==> src/rtl/wishbone_master_if.sv <==
// ---------------------------------------------------------------------------
// wishbone_master_if
//
// Purpose:
//   Groups the core-side request/response handshake and the Wishbone classic
//   bus signals of the wishbone_master block into a single bundle.
//
// Signal summary:
//   Core request  : req_valid, req_ready, req_we, req_size[1:0], req_signed,
//                   req_addr[31:0], req_wdata[31:0]
//   Core response : resp_valid, resp_rdata[31:0], resp_err
//   Wishbone out  : CYC_O, STB_O, WE_O, ADR_O[31:0], SEL_O[3:0], DAT_O[31:0]
//   Wishbone in   : DAT_I[31:0], ACK_I, ERR_I
//
// Modports:
//   master : the view of the wishbone_master block itself
//   slave  : the view of everything around it (core plus Wishbone slave)
// ---------------------------------------------------------------------------
interface wishbone_master_if;

    logic        req_valid;
    logic        req_ready;
    logic        req_we;
    logic [1:0]  req_size;
    logic        req_signed;
    logic [31:0] req_addr;
    logic [31:0] req_wdata;

    logic        resp_valid;
    logic [31:0] resp_rdata;
    logic        resp_err;

    logic        CYC_O;
    logic        STB_O;
    logic        WE_O;
    logic [31:0] ADR_O;
    logic [3:0]  SEL_O;
    logic [31:0] DAT_O;
    logic [31:0] DAT_I;
    logic        ACK_I;
    logic        ERR_I;

    modport master (
        input  req_valid, req_we, req_size, req_signed, req_addr, req_wdata,
        input  DAT_I, ACK_I, ERR_I,
        output req_ready, resp_valid, resp_rdata, resp_err,
        output CYC_O, STB_O, WE_O, ADR_O, SEL_O, DAT_O
    );

    modport slave (
        output req_valid, req_we, req_size, req_signed, req_addr, req_wdata,
        output DAT_I, ACK_I, ERR_I,
        input  req_ready, resp_valid, resp_rdata, resp_err,
        input  CYC_O, STB_O, WE_O, ADR_O, SEL_O, DAT_O
    );

endinterface

==> src/rtl/wishbone_master.sv <==
// ---------------------------------------------------------------------------
// wishbone_master
//
// Purpose:
//   Turns single byte/half/word load-store requests from a core into
//   Wishbone classic bus cycles. Misaligned or reserved-size requests are
//   answered with an error without touching the bus. Load data is pulled
//   from the addressed byte lane and zero- or sign-extended. A bus cycle
//   that sees neither ACK_I nor ERR_I within TIMEOUT cycles is aborted with
//   an error.
//
// Parameters:
//   TIMEOUT : WAIT cycles without termination before abort (1..255)
//
// Ports:
//   CLK_I : clock, everything on the rising edge
//   RST_I : synchronous active-high reset
//   bus   : wishbone_master_if.master, carrying
//           req_valid/req_ready/req_we/req_size/req_signed/req_addr/req_wdata,
//           resp_valid/resp_rdata/resp_err,
//           CYC_O/STB_O/WE_O/ADR_O/SEL_O/DAT_O and DAT_I/ACK_I/ERR_I
// ---------------------------------------------------------------------------
module wishbone_master #(
    parameter int TIMEOUT = 255
) (
    input  logic              CLK_I,
    input  logic              RST_I,
    wishbone_master_if.master bus
);

    localparam logic [7:0] TimeoutCount = 8'(TIMEOUT);

    typedef enum logic [1:0] {
        IDLE,
        WAIT,
        DONE
    } state_t;

    state_t      state_q;
    logic [7:0]  count_q;
    logic [1:0]  size_q;
    logic        signed_q;
    logic [1:0]  lane_q;

    logic        cyc_q;
    logic        stb_q;
    logic        we_q;
    logic [31:0] adr_q;
    logic [3:0]  sel_q;
    logic [31:0] datO_q;
    logic        respValid_q;
    logic [31:0] respRdata_q;
    logic        respErr_q;
    logic        reqReady_q;

    logic        misaligned_d;
    logic [3:0]  sel_d;
    logic [31:0] datO_d;
    logic [7:0]  loadByte_d;
    logic [15:0] loadHalf_d;
    logic [31:0] loadData_d;

    // Decode the incoming request: alignment check, byte-lane enables and
    // the write data copied onto every lane it could land on, so the slave
    // picks the right bytes purely from SEL_O.
    always_comb begin
        misaligned_d = 1'b0;
        sel_d        = 4'b0000;
        datO_d       = 32'h0000_0000;
        case (bus.req_size)
            2'b00: begin
                sel_d  = 4'b0001 << bus.req_addr[1:0];
                datO_d = {4{bus.req_wdata[7:0]}};
            end
            2'b01: begin
                misaligned_d = bus.req_addr[0];
                sel_d        = 4'b0011 << bus.req_addr[1:0];
                datO_d       = {2{bus.req_wdata[15:0]}};
            end
            2'b10: begin
                misaligned_d = |bus.req_addr[1:0];
                sel_d        = 4'b1111;
                datO_d       = bus.req_wdata;
            end
            default: begin
                misaligned_d = 1'b1;
            end
        endcase
    end

    // Pick the addressed lane out of DAT_I and extend it to 32 bits. A half
    // is always aligned by the time it reaches the bus, so only the upper
    // lane bit matters for it.
    always_comb begin
        loadByte_d = 8'h00;
        case (lane_q)
            2'd0:    loadByte_d = bus.DAT_I[7:0];
            2'd1:    loadByte_d = bus.DAT_I[15:8];
            2'd2:    loadByte_d = bus.DAT_I[23:16];
            default: loadByte_d = bus.DAT_I[31:24];
        endcase
        loadHalf_d = lane_q[1] ? bus.DAT_I[31:16] : bus.DAT_I[15:0];
        loadData_d = 32'h0000_0000;
        case (size_q)
            2'b00:   loadData_d = {{24{signed_q & loadByte_d[7]}}, loadByte_d};
            2'b01:   loadData_d = {{16{signed_q & loadHalf_d[15]}}, loadHalf_d};
            2'b10:   loadData_d = bus.DAT_I;
            default: loadData_d = 32'h0000_0000;
        endcase
    end

    // Main controller. All outputs are registered here so the bus side sees
    // glitch-free, stable values for the whole WAIT phase. ERR_I is tested
    // before ACK_I so an error always wins, and a termination on the last
    // allowed cycle is honoured ahead of the timeout.
    always_ff @(posedge CLK_I) begin
        if (RST_I) begin
            state_q     <= IDLE;
            count_q     <= 8'd0;
            size_q      <= 2'b00;
            signed_q    <= 1'b0;
            lane_q      <= 2'b00;
            cyc_q       <= 1'b0;
            stb_q       <= 1'b0;
            we_q        <= 1'b0;
            adr_q       <= 32'h0000_0000;
            sel_q       <= 4'b0000;
            datO_q      <= 32'h0000_0000;
            respValid_q <= 1'b0;
            respRdata_q <= 32'h0000_0000;
            respErr_q   <= 1'b0;
            reqReady_q  <= 1'b1;
        end else begin
            case (state_q)
                IDLE: begin
                    if (bus.req_valid && reqReady_q) begin
                        reqReady_q <= 1'b0;
                        size_q     <= bus.req_size;
                        signed_q   <= bus.req_signed;
                        lane_q     <= bus.req_addr[1:0];
                        if (misaligned_d) begin
                            state_q     <= DONE;
                            respValid_q <= 1'b1;
                            respErr_q   <= 1'b1;
                            respRdata_q <= 32'h0000_0000;
                        end else begin
                            state_q <= WAIT;
                            count_q <= 8'd1;
                            cyc_q   <= 1'b1;
                            stb_q   <= 1'b1;
                            we_q    <= bus.req_we;
                            adr_q   <= {bus.req_addr[31:2], 2'b00};
                            sel_q   <= sel_d;
                            datO_q  <= datO_d;
                        end
                    end
                end
                WAIT: begin
                    if (bus.ERR_I) begin
                        state_q     <= DONE;
                        cyc_q       <= 1'b0;
                        stb_q       <= 1'b0;
                        respValid_q <= 1'b1;
                        respErr_q   <= 1'b1;
                        respRdata_q <= 32'h0000_0000;
                    end else if (bus.ACK_I) begin
                        state_q     <= DONE;
                        cyc_q       <= 1'b0;
                        stb_q       <= 1'b0;
                        respValid_q <= 1'b1;
                        respErr_q   <= 1'b0;
                        respRdata_q <= we_q ? 32'h0000_0000 : loadData_d;
                    end else if (count_q == TimeoutCount) begin
                        state_q     <= DONE;
                        cyc_q       <= 1'b0;
                        stb_q       <= 1'b0;
                        respValid_q <= 1'b1;
                        respErr_q   <= 1'b1;
                        respRdata_q <= 32'h0000_0000;
                    end else begin
                        count_q <= count_q + 8'd1;
                    end
                end
                DONE: begin
                    state_q     <= IDLE;
                    count_q     <= 8'd0;
                    respValid_q <= 1'b0;
                    respErr_q   <= 1'b0;
                    respRdata_q <= 32'h0000_0000;
                    reqReady_q  <= 1'b1;
                end
                default: begin
                    state_q    <= IDLE;
                    reqReady_q <= 1'b1;
                end
            endcase
        end
    end

    assign bus.req_ready  = reqReady_q;
    assign bus.resp_valid = respValid_q;
    assign bus.resp_rdata = respRdata_q;
    assign bus.resp_err   = respErr_q;
    assign bus.CYC_O      = cyc_q;
    assign bus.STB_O      = stb_q;
    assign bus.WE_O       = we_q;
    assign bus.ADR_O      = adr_q;
    assign bus.SEL_O      = sel_q;
    assign bus.DAT_O      = datO_q;

endmodule

==> src/flat_wrapper.sv <==
// flat-port wrapper written by rule: the top's interface ports become plain ports
module wishbone_master_flat 
#(
    parameter int TIMEOUT = 255
)
  (CLK_I, RST_I, bus_req_valid, bus_req_we, bus_req_size, bus_req_signed, bus_req_addr, bus_req_wdata, bus_DAT_I, bus_ACK_I, bus_ERR_I, bus_req_ready, bus_resp_valid, bus_resp_rdata, bus_resp_err, bus_CYC_O, bus_STB_O, bus_WE_O, bus_ADR_O, bus_SEL_O, bus_DAT_O);
  wishbone_master_if bus_i ();
  input  logic CLK_I;
  input  logic RST_I;
  input wire logic [$bits(bus_i.req_valid)-1:0] bus_req_valid;
  input wire logic [$bits(bus_i.req_we)-1:0] bus_req_we;
  input wire logic [$bits(bus_i.req_size)-1:0] bus_req_size;
  input wire logic [$bits(bus_i.req_signed)-1:0] bus_req_signed;
  input wire logic [$bits(bus_i.req_addr)-1:0] bus_req_addr;
  input wire logic [$bits(bus_i.req_wdata)-1:0] bus_req_wdata;
  input wire logic [$bits(bus_i.DAT_I)-1:0] bus_DAT_I;
  input wire logic [$bits(bus_i.ACK_I)-1:0] bus_ACK_I;
  input wire logic [$bits(bus_i.ERR_I)-1:0] bus_ERR_I;
  output wire logic [$bits(bus_i.req_ready)-1:0] bus_req_ready;
  output wire logic [$bits(bus_i.resp_valid)-1:0] bus_resp_valid;
  output wire logic [$bits(bus_i.resp_rdata)-1:0] bus_resp_rdata;
  output wire logic [$bits(bus_i.resp_err)-1:0] bus_resp_err;
  output wire logic [$bits(bus_i.CYC_O)-1:0] bus_CYC_O;
  output wire logic [$bits(bus_i.STB_O)-1:0] bus_STB_O;
  output wire logic [$bits(bus_i.WE_O)-1:0] bus_WE_O;
  output wire logic [$bits(bus_i.ADR_O)-1:0] bus_ADR_O;
  output wire logic [$bits(bus_i.SEL_O)-1:0] bus_SEL_O;
  output wire logic [$bits(bus_i.DAT_O)-1:0] bus_DAT_O;
  assign bus_i.req_valid = bus_req_valid;
  assign bus_i.req_we = bus_req_we;
  assign bus_i.req_size = bus_req_size;
  assign bus_i.req_signed = bus_req_signed;
  assign bus_i.req_addr = bus_req_addr;
  assign bus_i.req_wdata = bus_req_wdata;
  assign bus_i.DAT_I = bus_DAT_I;
  assign bus_i.ACK_I = bus_ACK_I;
  assign bus_i.ERR_I = bus_ERR_I;
  assign bus_req_ready = bus_i.req_ready;
  assign bus_resp_valid = bus_i.resp_valid;
  assign bus_resp_rdata = bus_i.resp_rdata;
  assign bus_resp_err = bus_i.resp_err;
  assign bus_CYC_O = bus_i.CYC_O;
  assign bus_STB_O = bus_i.STB_O;
  assign bus_WE_O = bus_i.WE_O;
  assign bus_ADR_O = bus_i.ADR_O;
  assign bus_SEL_O = bus_i.SEL_O;
  assign bus_DAT_O = bus_i.DAT_O;
  wishbone_master #(.TIMEOUT(TIMEOUT)) u_core (.CLK_I(CLK_I), .RST_I(RST_I), .bus(bus_i));
endmodule
==> config.mk <==
export PLATFORM = sky130hd
export DESIGN_NAME = wishbone_master_flat
export DESIGN_NICKNAME = d
export VERILOG_FILES = /design/src/rtl/wishbone_master_if.sv /design/src/rtl/wishbone_master.sv /design/src/flat_wrapper.sv
export SDC_FILE = /design/constraint.sdc
export NUM_CORES = 1
export LEC_CHECK = 0
export ABC_CLOCK_PERIOD_IN_PS = 2100
export BUFFER_PORTS_ARGS = -buffer_cell sky130_fd_sc_hd__buf_2
export CAP_MARGIN = 0
export CORE_MARGIN = 2
export CORE_UTILIZATION = 46
export CTS_BUF_LIST = sky130_fd_sc_hd__clkbuf_4 sky130_fd_sc_hd__clkbuf_8
export DETAILED_ROUTE_END_ITERATION = 10
export GPL_ROUTABILITY_DRIVEN = 0
export PLACE_DENSITY_LB_ADDON = 0.2
export SLEW_MARGIN = 30
export SYNTH_ARGS = -nofsm -noshare
export SYNTH_HDL_FRONTEND = slang
export SYNTH_SLANG_ARGS = --single-unit
==> constraint.sdc <==
create_clock -name CLK_I -period 2.1 [get_ports CLK_I]
set_clock_uncertainty 0.15 [all_clocks]
set_input_delay 0.105 -clock CLK_I [delete_from_list [all_inputs] [get_ports CLK_I]]
set_output_delay 0.105 -clock CLK_I [all_outputs]
set_load 0.01 [all_outputs]
== After elaboration in Yosys (flattened, before gate mapping) ==
Index checks and enable logic that the tools add are counted.

* Bits in registers: 118
* Latch bits: 0
* Memory bits (writable): 0
* ROM bits: 0
* Output and inout bits: 106
* Word-level logic and storage cells: 94
* Memories: 0

* $add $sub $neg: 1
* Multipliers: 0
* Divide/modulo/power cells: 0
* Order comparisons: 0
* Equal/unequal tests: 16
* Shift operators: 2
* Mux-type cells: 42
* Bitwise logic cells: 4
* Reductions and logical operators: 15

{| class="wikitable"
|+ Operator list
! kind !! number
|-
| 32-bit one-hot mux with 3 select lines || 3
|-
| 32-bit 2-to-1 mux || 6
|-
| 8-bit one-hot mux with 3 select lines || 2
|-
| 8-bit 2-to-1 mux || 5
|-
| 16-bit 2-to-1 mux || 1
|-
| 1-bit 2-to-1 mux || 13
|-
| 4-bit one-hot mux with 3 select lines || 1
|-
| 2-bit 2-to-1 mux || 5
|-
| 1-bit one-hot mux with 3 select lines || 3
|-
| 8-bit by 1-bit adder with 8-bit output, second input constant || 1
|-
| 2-bit by 1-bit == test with 1-bit output, second input constant || 4
|-
| 2-bit == test, second input constant || 4
|-
| 8-bit == test, second input constant || 1
|-
| 2-bit zero test || 4
|-
| 2-bit inequality test, second input constant || 4
|-
| 4-bit AND reduction || 2
|-
| 2-bit AND reduction || 3
|-
| 6-bit AND reduction || 1
|-
| 2-bit by 1-bit inequality test with 1-bit output, second input constant || 2
|-
| 4-bit by 3-bit inequality test with 1-bit output, second input constant || 1
|-
| 1-bit one-hot mux with 2 select lines || 2
|-
| 2-bit one-hot mux with 2 select lines || 1
|-
| 1-bit by 2-bit left shift with 4-bit output, first input constant || 1
|-
| 2-bit by 2-bit left shift with 4-bit output, first input constant || 1
|-
| other kinds (7) || 9
|}

== Logic depth before layout (Yosys ltp) ==
Gate-level depths: netlist of the first run.

* Word-level depth: 8
* Mapped depth: 8

== Worst setup path after synthesis of the first run ==
No wires, ideal clock.

* Kind: register -> register
* Start point: register u_core.state_q[0]
* End point: register u_core.count_q[6]
* Data arrival time: 1.835 ns
* Path slack: 0.045 ns
* Stages on the path, launching flop included: 8
* Clock period less this slack: 2.055 ns
* Path through: dfxtp_1 inv_1 ha_1 a21boi_4 or2_4 buf_6 or4_1 a21oi_1

* Longest elaborated chain between the ends: 3
* Elaborated cells between the ends (all ways): 11
* Those cells by class: eq/ne (7); mux (1); reduce/logical (3)

{| class="wikitable"
|+ Ends and longest elaborated chain
! item !! line !! source
|-
| start, declared || wishbone_master.sv:39 || <nowiki>state_t state_q;</nowiki>
|-
| start signal, assigned || wishbone_master.sv:118 || <nowiki>state_q <= IDLE;</nowiki>
|-
| start signal, assigned || wishbone_master.sv:142 || <nowiki>state_q <= DONE;</nowiki>
|-
| start signal, assigned || wishbone_master.sv:147 || <nowiki>state_q <= WAIT;</nowiki>
|-
| 2-bit by 1-bit == test with 1-bit output (tied with other cells) || wishbone_master.sv:134 || <nowiki>case (state_q)</nowiki>
|-
| 2-bit inequality test (no source line) (tied with other cells) || - ||
|-
| 6-bit AND reduction (no source line) || - ||
|-
| end signal, assigned || wishbone_master.sv:181 || <nowiki>count_q <= count_q + 8'd1;</nowiki>
|-
| end, declared || wishbone_master.sv:40 || <nowiki>logic [7:0] count_q;</nowiki>
|}

Several ways; a longest one is shown, not always the timed one.
A chain may end at the register's enable or synchronous reset.

== Worst setup path in the final report of the first run ==
* Start point: register u_core.state_q[1]
* End point: register u_core.datO_q[17], in the netlist u_core.bus.DAT_O[17]

* Longest elaborated chain between the ends: 2

{| class="wikitable"
|+ Ends and longest elaborated chain
! item !! line !! source
|-
| 2-bit zero test || wishbone_master.sv:134 ||
|-
| 3-bit AND reduction (no source line) || - ||
|-
| end signal, assigned || wishbone_master.sv:154 || <nowiki>datO_q <= datO_d;</nowiki>
|-
| end, declared || wishbone_master.sv:50 || <nowiki>logic [31:0] datO_q;</nowiki>
|}

No other way between the ends.

==> results of run 1 <==
[routing by layer]
layer  wire length [um]  up-vias  track usage, %  part of all wire [%]
li1                   -     2872               -                     -
met1               7250     2745            32.4                    40
met2               8770      310            46.4                    48
met3               1570       56            8.05                   8.6
met4                674        0            14.1                   3.7
met5                  0        -               0                     0
[repair_timing]
| item | in CTS | in global routing |
|---|---|---|
| setup endpoints to repair | 0 | 102 |
| hold endpoints to repair | 99 | 0 |
| hold buffers | 99 | 0 |
| resized for setup | 0 | 15 |
[through the flow]
stage | area, um^2 | worst slack, ns
after floorplan | 5430 | 0.0450
after global placement | 6700 | -0.000572
after detailed placement | 6710 | 0.0333
after CTS | 8160 | 0.0119
after global routing | 8240 | -0.0255
final | 8240 | 0.0435
[kinds of logic after synthesis]
family          synth area share, %
fa+ha+maj                      1.52
mux                            6.01
simple gates                   17.6
buf+inv                        5.62
compound gates                 25.6
other cells                  0.0691
flops                          43.5
[registers in the layout, indices dropped and copies added, names as in the netlist]
name / flops
u_core.bus.DAT_O: 32
u_core.bus.resp_rdata: 32
u_core.bus.ADR_O: 30
u_core.count_q: 8
u_core.bus.SEL_O: 4
u_core.lane_q: 2
u_core.size_q: 2
u_core.state_q: 2
u_core.bus.CYC_O: 1
u_core.bus.WE_O: 1
u_core.bus.req_ready: 1
u_core.bus.resp_err: 1
u_core.bus.resp_valid: 1
u_core.signed_q: 1
[synthesized netlist by cell type, types with 6 or more instances]
library cell,count
sky130_fd_sc_hd__dfxtp_1,118
sky130_fd_sc_hd__nand2_1,76
sky130_fd_sc_hd__a21oi_1,54
sky130_fd_sc_hd__nor2_1,53
sky130_fd_sc_hd__nor3_1,31
sky130_fd_sc_hd__clkbuf_1,26
sky130_fd_sc_hd__o2bb2ai_1,25
sky130_fd_sc_hd__buf_2,18
sky130_fd_sc_hd__mux2i_1,18
sky130_fd_sc_hd__a211oi_1,16
sky130_fd_sc_hd__a2bb2oi_1,16
sky130_fd_sc_hd__nand3_1,14
sky130_fd_sc_hd__a221oi_1,11
sky130_fd_sc_hd__mux2_2,9
sky130_fd_sc_hd__o22ai_1,9
sky130_fd_sc_hd__a22oi_1,8
sky130_fd_sc_hd__buf_4,8
sky130_fd_sc_hd__nand4_1,8
sky130_fd_sc_hd__a22o_1,7
sky130_fd_sc_hd__o41ai_1,7
sky130_fd_sc_hd__inv_1,6
[path summary, 6_finish.rpt]
path / from / to / slack, ns
worst max-delay path: u_core.state_q[1] / u_core.bus.DAT_O[17] / 0.04
worst min-delay path: bus_DAT_I[7] / u_core.bus.resp_rdata[7] / 0.04
worst max register to register: u_core.state_q[1] / u_core.bus.DAT_O[17] / 0.04
worst min register to register: u_core.bus.ADR_O[7] / u_core.bus.ADR_O[7] / 0.30
[placed cells by master (no fill, tap or decap), drive strengths merged, types with 9 or more instances in the layout]
master       instances
nand2               76
nand3               14
clkbuf              25
dlygate4sd3         99
a2bb2oi             16
dfxtp              118
nor3                32
nand4                9
mux2                 9
a211oi              16
o22ai                9
a221oi              16
mux2i               19
o2bb2ai             25
buf                243
nor2                54
a21oi               55
[critical path: stages (launching register included)]
cell	delay, ns
sky130_fd_sc_hd__dfxtp_2	0.33
sky130_fd_sc_hd__inv_1	0.07
sky130_fd_sc_hd__ha_1	0.16
sky130_fd_sc_hd__buf_4	0.13
sky130_fd_sc_hd__nand3_1	0.09
sky130_fd_sc_hd__or3_4	0.45
sky130_fd_sc_hd__buf_12	0.16
sky130_fd_sc_hd__a221oi_1	0.29
sky130_fd_sc_hd__nor3_1	0.10
[final cells by class]
class,instances,area [um^2]
clock buffer,24,318
inverter,7,26.3
multi-input combinational,432,2820
clock inverter,8,143
timing repair buffer,343,2390
fill,838,3230
tap,143,179
sequential,118,2370
[power groups by stage]
stage          clock, mW  sequential, mW  combinational [mW]
6_report            2.37            2.46                1.46
5_1_grt             2.49            2.47                1.58
4_1_cts             2.40            2.45                1.40
3_5_place_dp           0            2.50                1.26
3_3_place_gp           0            2.49                1.23
2_1_floorplan          0            2.53               0.751
==> results.txt, run 1 <==
- Combinational logic is responsible for 23.3% of the overall power.
* Clock net sink count: 118
- The first global-routing pass estimated 28.3 mm of wire.
* CTS Buf Count: 17
- Std-Cell Core Area: 11500 um^2
* Count of vias placed by the detailed router: 5983
- In this run the remaining antenna-violating nets after routing total 0.
- Final max-slew violation count: 0
* Initial DRC count: 354
* Sw power: 1.75 mW
* Leakage: 3.57 nW
- After synthesis, the share of flip-flops with an asynchronous set or reset is 0%.
- Share of the synthesized area in the top cell type: 43.5%
* Via-to-Cell Ratio: 5.57
* Residual DRC count: 0
* WHS Path Cells: 4
* Total of flip-flops plus latches after synthesis: 118
* I/O pin total: 211
- The synthesized design spends more area on one cell type than any other, namely sky130_fd_sc_hd__dfxtp_1.
- Sw Ratio: 27.9%
- Setup repair after global routing could not meet its margin everywhere.
* Portion of total power attributed to sequential cells: 39.1%
- Clock tree root driver cell: sky130_fd_sc_hd__clkbuf_8
* Number of iterations in the first detailed-routing pass: 7
- At the worst endpoint, the required time is 2.26 ns.
- STA classifies the critical path startpoint as a register.
* Number of antenna violations at the first check in global routing: 0
- Summed over all failing endpoints, the final setup total negative slack is 0 ns.
- Number of max-capacitance violations reported: 0
* Die width: 113 um
- Once layout is complete, the utilization of the core stands at 71.8%.
- Post-synthesis cell type count: 63
- Critical path endpoint category: register
- Of the total power, the clock network draws 37.7%.
* Max rail drop VDD: 0.000615 V
* Register clock-pin slew on the reported worst setup and hold paths: 0.07 ns
* Worst setup path category: register to register
- Final HPWL DP: 11.4 mm
- Overflow after GRT: 0
- Vert. Die Dim: 113 um
* Initial Utilization: 47.4%
- The number of hold violations in the final report was 0.
* Count of buffers inserted at the top-level ports: 208
- The die covers 12700 um^2.
* Crit Path Max Fanout: 13
- Rel. slew slack: 45.4%
* Cell internal power dissipation: 4.54 mW
- Most common flop cell mapped by yosys: sky130_fd_sc_hd__dfxtp_1
* Total Wirelength: 18.3 mm
- Counting along the longest clock path gives a buffer depth of 2.
* Slew at the pin with the worst max-slew slack: 0.818 ns
- HP Class: input pin to register
- Cell area after technology mapping: 5430 um^2
- Once layout is complete, the cells apart from fillers number 1075.
- After technology mapping, the gate count stands at 611.
- YS warnings: 0
- By area the synthesized netlist is led by sky130_fd_sc_hd__dfxtp_1 44%, sky130_fd_sc_hd__nand2_1 5.3%, sky130_fd_sc_hd__a21oi_1 5.0%, sky130_fd_sc_hd__o2bb2ai_1 4.0%, sky130_fd_sc_hd__nor2_1 3.7%.
- Power density normalized to cell area: 763 nW/um^2
- Worst slack on hold paths: 0.0386 ns
- Global routing used 27.8% of the available tracks across all layers.
- Outcome: finished clean
- The post-route netlist has 34.0% of its cells at a drive strength greater than 1.
- Maximum number of pins on one net before global-route repair: 68
- CP arrival: 2.22 ns
- Row generation in the floorplan step produced 39 rows.
- TritonCTS built the clock tree.
- Once placement completed, the tool counted placed cells totaling 941.
- Part of the Yosys area used for sequential elements: 43.5%
- Post-CTS setup buffer count: 0
* WL/cell: 17.0 um
- The worst register-to-register path has a depth of 8.
- Counting flops with a built-in enable in the synthesized netlist gives 0.
- After layout, the worst path uses 97.9% of the clock period.
- Highest achievable clock rate: 0.486 GHz
* Synth-to-layout area growth: 51.7%
* Net total in the final layout: 1029
- The number of global-route vias before repair is 5883.
- Design Power: 6.29 mW
- Average footprint of a synthesized cell: 8.89 um^2
- Worst-Skew Late Latency: 0.44 ns
- Total inserted antenna cells: 0
- The H-tree was split into 4 levels.
* Setup Viol. Count Final: 0
- The routed design could run at a clock period as short as 2.06 ns.
Note: power is estimated with default switching activity, not from simulation.
==> run 2, diff against run 1 <==
--- a/config.mk
+++ b/config.mk
@@ -14,6 +14,7 @@
 export DETAILED_ROUTE_END_ITERATION = 10
 export GPL_ROUTABILITY_DRIVEN = 0
 export PLACE_DENSITY_LB_ADDON = 0.2
+export RECOVER_POWER = 50
 export SLEW_MARGIN = 30
 export SYNTH_ARGS = -nofsm -noshare
 export SYNTH_HDL_FRONTEND = slang
==> results.txt, run 2 (synthesis results as in run 1) <==
- Setup TNS: 0 ns (unchanged)
- The maximum resistive drop on vdd was 0.000615 V (about the same).
* Residual DRC count: 0 (unchanged)
- Via count of the first global-routing pass: 5883 (unchanged)
- Rel. slew slack: 46.0% (+0.66 points)
- The horizontal extent of the die was 113 um (unchanged).
- Count of endpoints failing hold in the final timing report: 0 (unchanged)
- Highest achievable clock rate: 0.487 GHz (about the same)
* Worst-case clock buffer depth: 2 (unchanged)
- The routed via count divided by cell count was 5.58 (+0.23%).
- The residual overflow from global routing is 0 (unchanged).
* Outcome: finished clean
- The die extent in y was 113 um (unchanged).
* Post-CTS setup buffer count: 0 (unchanged)
- Critical path data required time: 2.25 ns (about the same)
* Register clock-pin slew on the reported worst setup and hold paths: 0.07 ns (about the same)
- Net total in the final layout: 1029 (unchanged)
- The final routed wirelength across all metal layers is 18.2 mm (-0.15%).
- Setup Viol. Count Final: 0 (unchanged)
- Final period util: 97.8% (about the same)
- The post-route total power is 6.26 mW (-0.42%).
- Clock tree root driver cell: sky130_fd_sc_hd__clkbuf_8
- Synth-to-layout area growth: 49.3%
- Most common cell after layout, fill and taps aside: sky130_fd_sc_hd__dfxtp_1
* Tot GR Track Use: 27.8% (unchanged)
* CTS Buf Count: 17 (unchanged)
- The half-perimeter wire length after placement was 11.4 mm (unchanged).
- Setup repair after global routing could not meet its margin everywhere.
* Slew at the pin with the worst max-slew slack: 0.808 ns (-0.00985 ns)
* Initial Utilization: 47.4% (unchanged)
- The number of antenna cells inserted was 0 (unchanged).
- The startpoint identified for the worst register-to-register timing path is u_core.state_q[1].
- The arrival time of the worst setup path came to 2.21 ns (about the same).
- FP Rows: 39 (unchanged)
* Std-Cell Core Area: 11500 um^2 (unchanged)
- Final max-slew violation count: 0 (unchanged)
- Min cycle time layout: 2.05 ns (-0.00199 ns)
- HP Class: input pin to register
- Critical-path cell with the highest stage delay: sky130_fd_sc_hd__or3_4
* Critical path, cell by cell: inv_1, ha_1, buf_4, nand3_1, or3_4, buf_12, a221oi_1, nor3_1
* Crit Path Max Fanout: 13 (unchanged)
- The insertion delay to the later sink of the worst-skew pair is 0.44 ns (about the same).
- The startpoint identified for the worst hold timing path is bus_DAT_I[7].
- Tracing the worst setup path back leads to its startpoint at u_core.state_q[1].
* DIE AREA: 12700 um^2 (unchanged)
- H-tree lvl count: 4 (unchanged)
- Wire length of the first global-routing pass: 28.3 mm (unchanged)
* Number of antenna violations at the first check in global routing: 0 (unchanged)
- Count of vias placed by the detailed router: 5997 (+0.23%)
* Max stage delay on crit path: 0.45 ns (about the same)
* Worst setup path category: register to register
* Share of post-route cells with drive strength above 1: 22.9% (-11 points)
- The number of violations reported at the end of detailed-routing iteration 0 was 382 (+7.9%).
* Critical Path Source Type: register
* Clock net sink count: 118 (unchanged)
- TritonCTS built the clock tree.
- Number of max-capacitance violations reported: 0 (unchanged)
- Count of buffers inserted at the top-level ports: 208 (unchanged)
* Number of iterations in the first detailed-routing pass: 5 (-2)
- In the layout the commonest cells are 115 x sky130_fd_sc_hd__dfxtp_1, 104 x sky130_fd_sc_hd__buf_2, 104 x sky130_fd_sc_hd__clkbuf_1.
- The average wire per standard cell was 17.0 um (-0.15%).
* Leakage: 3.12 nW (-12%)
* Critical path endpoint category: register
- Power density normalized to cell area: 772 nW/um^2 (+1.2%)
- I/O pin total: 211 (unchanged)
- Number of nets still failing antenna checks after routing: 0 (unchanged)
- Maximum number of pins on one net before global-route repair: 68 (unchanged)
[run 2: changes by cell type in the layout (fill, tap and decap cells not counted)]
cell,before,now
sky130_fd_sc_hd__clkbuf_1,0,104
sky130_fd_sc_hd__buf_2,208,104
[run 2: stage by stage]
step	cell area, um^2	cells	hold slack, ns	utilization (%)	setup WS [ns]
global route	8110	1075	0.0599	70.7	-0.0255
detailed placement	6710	941	0.200	58.5	0.0333
CTS	8160	1072	0.0153	71.1	0.0119
floorplan	5430	612	0.0910	-	0.0450
finish	8110	1075	0.0366	70.7	0.0454
global placement	6700	941	0.193	58.4	-0.000572
[run 2: path summary, 6_finish.rpt]
path / depth (start not counted) / end / slack (ns)
min: 4 / u_core.bus.resp_rdata[7] / 0.04
max reg2reg: 8 / u_core.bus.DAT_O[17] / 0.05
min reg2reg: 2 / u_core.bus.ADR_O[7] / 0.30
max: 8 / u_core.bus.DAT_O[17] / 0.05
[run 2: per-layer routing]
metal	track usage, %	wire length (um)	up-vias
met4	14.1	620	0
met5	0	0	-
li1	-	-	2871
met3	8.05	1490	48
met2	46.4	8810	301
met1	32.4	7310	2777
[run 2: power breakdown]
part / internal (mW) / switching, mW / total, mW
registers: 2.37 / 0.0903 / 2.46
clock network: 1.47 / 0.895 / 2.37
logic: 0.667 / 0.769 / 1.44
[run 2: final cells by class]
class / count / area (um^2)
repair buffers: 343 / 2260
well taps: 143 / 179
fillers: 900 / 3360
clock buffers: 24 / 318
flip-flops and latches: 118 / 2370
multi-input cells: 432 / 2820
inverters: 7 / 26.3
clock inverters: 8 / 143
[run 2: critical path, delay by kind of cell (launching register included)]
| family | cells | cell delay (ns) |
|---|---|---|
| and+or+nand+nor | 3 | 0.64 |
| adders and majority gates | 1 | 0.16 |
| DFF | 1 | 0.33 |
| buffers and inverters | 3 | 0.36 |
| AOI/OAI and AO/OA | 1 | 0.29 |
[run 2: timing repair]
item / in CTS / in global routing
gates resized for setup: 0 / 15
endpoints found under the setup margin: 0 / 102
hold buffers: 99 / 0
hold endpoints to repair: 99 / 0
==> run 3, diff against run 2 <==
--- a/config.mk
+++ b/config.mk
@@ -5,6 +5,7 @@
 export SDC_FILE = /design/constraint.sdc
 export NUM_CORES = 1
 export LEC_CHECK = 0
+export ABC_AREA = 1
 export ABC_CLOCK_PERIOD_IN_PS = 2100
 export BUFFER_PORTS_ARGS = -buffer_cell sky130_fd_sc_hd__buf_2
 export CAP_MARGIN = 0
==> results.txt, run 3 <==
- Average footprint of a synthesized cell: 6.63 um^2 (-25%)
* Final period util: 94.0% (-3.8 points)
- Critical register-to-register path startpoint: u_core.state_q[0]
- The average wire per standard cell is 14.7 um (-13%).
- The routed via count divided by cell count was 5.21 (-6.6%).
* Net total in the final layout: 1254 (+22%)
- The half-perimeter wire length after placement is 11.5 mm (+0.78%).
* Most common cell after layout, fill and taps aside: sky130_fd_sc_hd__nand2_1
* Number of placed instances, taps included: 1172 (+25%)
- Number of antenna violations at the first check in global routing: 1 (+1)
* Number of iterations in the first detailed-routing pass: 6 (+1)
* Residual DRC count: 0 (unchanged)
* Cells after Synth: 853 (+40%)
* Worst slack on hold paths: -0.0179 ns (-0.0545 ns)
- The transition time of the tightest slew-check pin was 0.965 ns (+0.157 ns).
* Final setup slack of the worst path: 0.126 ns (+0.0802 ns)
- CTS Buf Count: 17 (unchanged)
* Total of flip-flops plus latches after synthesis: 118 (unchanged)
- Initial DRC count: 592 (+55%)
- Commonest cells post-synth: 307 x sky130_fd_sc_hd__nand2_1, 118 x sky130_fd_sc_hd__dfxtp_1, 112 x sky130_fd_sc_hd__a21oi_1
* Crit Path Max Fanout: 6 (-7)
- Outcome: complete, but fails checks
- DIE AREA: 13200 um^2 (+4.0%)
- Min cycle time layout: 1.97 ns (-0.0802 ns)
- The critical path in this run is classified as register to register.
* Overflow after GRT: 0 (unchanged)
- Critical-path cell with the highest stage delay: sky130_fd_sc_hd__dlygate4sd3_1
- The total global routing track utilization was 29.0% (+1.3 points).
* Leakage: 3.47 nW (+11%)
- STA classifies the critical path startpoint as a register.
- The layout filler cell count came to 1079 (+20%).
- The starting utilization of the core area is 47.1% (-0.29 points).
- Number of nets still failing antenna checks after routing: 0 (unchanged)
- Launch point of the worst hold path: bus_ACK_I
- Failing checks: negative hold slack
- The number of port buffers was 208 (unchanged).
* YS warnings: 0 (unchanged)
- CP arrival: 2.16 ns (-0.05 ns)
* Critical path data required time: 2.29 ns (+0.04 ns)
* Power density normalized to cell area: 830 nW/um^2 (+7.5%)
- Wire length of the first global-routing pass: 30.7 mm (+8.5%)
- TritonCTS built the clock tree.
- The final routed wirelength across all metal layers was 19.2 mm (+5.4%).
- Clock net sink count: 118 (unchanged)
* Final non-filler cell area: 8120 um^2 (+0.17%)
* Register clock-pin slew on the reported worst setup and hold paths: 0.08 ns (about the same)
* Share of post-route cells with drive strength above 1: 15.1% (-7.7 points)
- Maximum number of pins on one net before global-route repair: 92 (+35%)
* Final max-slew violation count: 0 (unchanged)
- The top-level port count is 211 (unchanged).
* Number of max-capacitance violations reported: 0 (unchanged)
- Most common flop cell mapped by yosys: sky130_fd_sc_hd__dfxtp_1
* Die width: 115 um (+2.0%)
- Worst-case clock buffer depth: 2 (unchanged)
* Post-synthesis cell type count: 26 (-59%)
* Worst-Skew Late Latency: 0.45 ns (about the same)
* Std-Cell Core Area: 12000 um^2 (+4.7%)
- Cell taking the most area after synthesis: sky130_fd_sc_hd__dfxtp_1
- The worst hold path belongs to the class input pin to register.
- Number of standard cells in the final layout excluding fillers: 1305 (+21%)
* Largest cells by area after synthesis: sky130_fd_sc_hd__dfxtp_1 42%, sky130_fd_sc_hd__nand2_1 20%, sky130_fd_sc_hd__a21oi_1 9.9%, sky130_fd_sc_hd__nand3_1 6.3%, sky130_fd_sc_hd__o21ai_0 3.5%
* Cell area after technology mapping: 5650 um^2 (+4.1%)
* Origin of the worst setup path: u_core.state_q[0]
* Highest achievable clock rate: 0.507 GHz (+4.1%)
* Count of vias placed by the detailed router: 6802 (+13%)
- Most frequent cells in the layout: 307 x sky130_fd_sc_hd__nand2_1, 118 x sky130_fd_sc_hd__dfxtp_1, 111 x sky130_fd_sc_hd__a21oi_1
- The maximum resistive drop on vdd is 0.000617 V (+0.34%).
- The register area share after synthesis was 41.8% (-1.7 points).
- Share of synthesized registers carrying an async set or reset: 0% (unchanged)
- Place WS: 0.114 ns (+0.0808 ns)
- Via count of the first global-routing pass: 6513 (+11%)
- Synth-to-layout area growth: 43.7%
* Rel. slew slack: 35.7% (-10 points)
* Design Power: 6.74 mW (+7.7%)
- The die extent in y was 115 um (+2.0%).
- The number of hold violations in the final report was 1 (+1).
- FP Rows: 40 (+2.6%)
* Total cell area at the placement stage: 6810 um^2 (+1.5%)
- Critical path, cell by cell: inv_1, ha_4, inv_2, nor2_4, buf_4, o21ai_0, nor2_1, dlygate4sd3_1
- Share of the synthesized area in the top cell type: 41.8% (-1.7 points)
* Most frequent cell after synthesis: sky130_fd_sc_hd__nand2_1
- CTS placed an instance of sky130_fd_sc_hd__clkbuf_8 at the clock tree root.
- Number of synthesized flops with an enable pin: 0 (unchanged)
- STA classifies the critical path endpoint as a register.
* Max stage delay on crit path: 0.54 ns (+0.09 ns)
* Core Util, Final: 67.6% (-3.1 points)
* Setup TNS: 0 ns (unchanged)
* Setup Viol. Count Final: 0 (unchanged)
- The deepest level of the CTS H-tree was 4 (unchanged).
run 3: layout make-up:
cell class                      instances  area [um^2]  share of cell area [%]
Multi-Input combinational cell        624         2840                    35.0
Sequential cell                       118         2360                    29.1
Timing Repair Buffer                  320         2070                    25.5
Clock buffer                           18          248                    3.05
Inverter                               63          236                    2.91
Tap cell                              147          184                    2.26
Clock inverter                         14          176                    2.17
Antenna cell                            1         2.50                  0.0308
run 3: timing repair:
| action | in CTS | in global routing |
|---|---|---|
| endpoints found under the hold margin | 99 | 0 |
| endpoints found under the setup margin | 0 | 93 |
| resized for setup | 0 | 6 |
| hold buffers | 97 | 0 |
| buffers inserted | 0 | 2 |
run 3: where the power goes:
group / internal (mW) / total (mW) / switching (mW)
registers: 2.42 / 2.55 / 0.130
clock network: 1.21 / 2.23 / 1.01
logic: 0.750 / 1.97 / 1.22
total: 4.38 / 6.74 / 2.36
run 3: cell families after synthesis:
family                   count (synthesis)  share of synthesized area [%]
buffers and inverters                  113                           8.65
flip-flops                             118                           41.8
AND/OR/NAND/NOR                        431                           31.3
adder cells (fa/ha/maj)                  5                           1.11
other                                    1                         0.0663
AO/OA/AOI/OAI                          185                           17.1
run 3: worst paths after layout:
kind | endpoint | slack, ns | depth (start not counted)
worst max-delay path | u_core.signed_q | 0.13 | 8
worst min-delay path | u_core.state_q[0] | -0.02 | 5
worst max register to register | u_core.signed_q | 0.13 | 8
worst min register to register | u_core.bus.resp_rdata[30] | 0.31 | 2
run 3: layer usage:
layer / GRT usage, % / vias to the layer above / wire (um)
met5: 0 / - / 0
met3: 7.49 / 40 / 1620
met4: 12.1 / 0 / 508
met2: 49.8 / 329 / 9220
li1: - / 3355 / -
met1: 34.5 / 3078 / 7880
run 3: critical path, delay by kind of cell, from the launching register on:
family          cells  cell delay [ns]
fa+ha+maj           1             0.19
simple gates        2             0.10
buf+inv             4             0.85
compound gates      1             0.15
flops               1             0.40
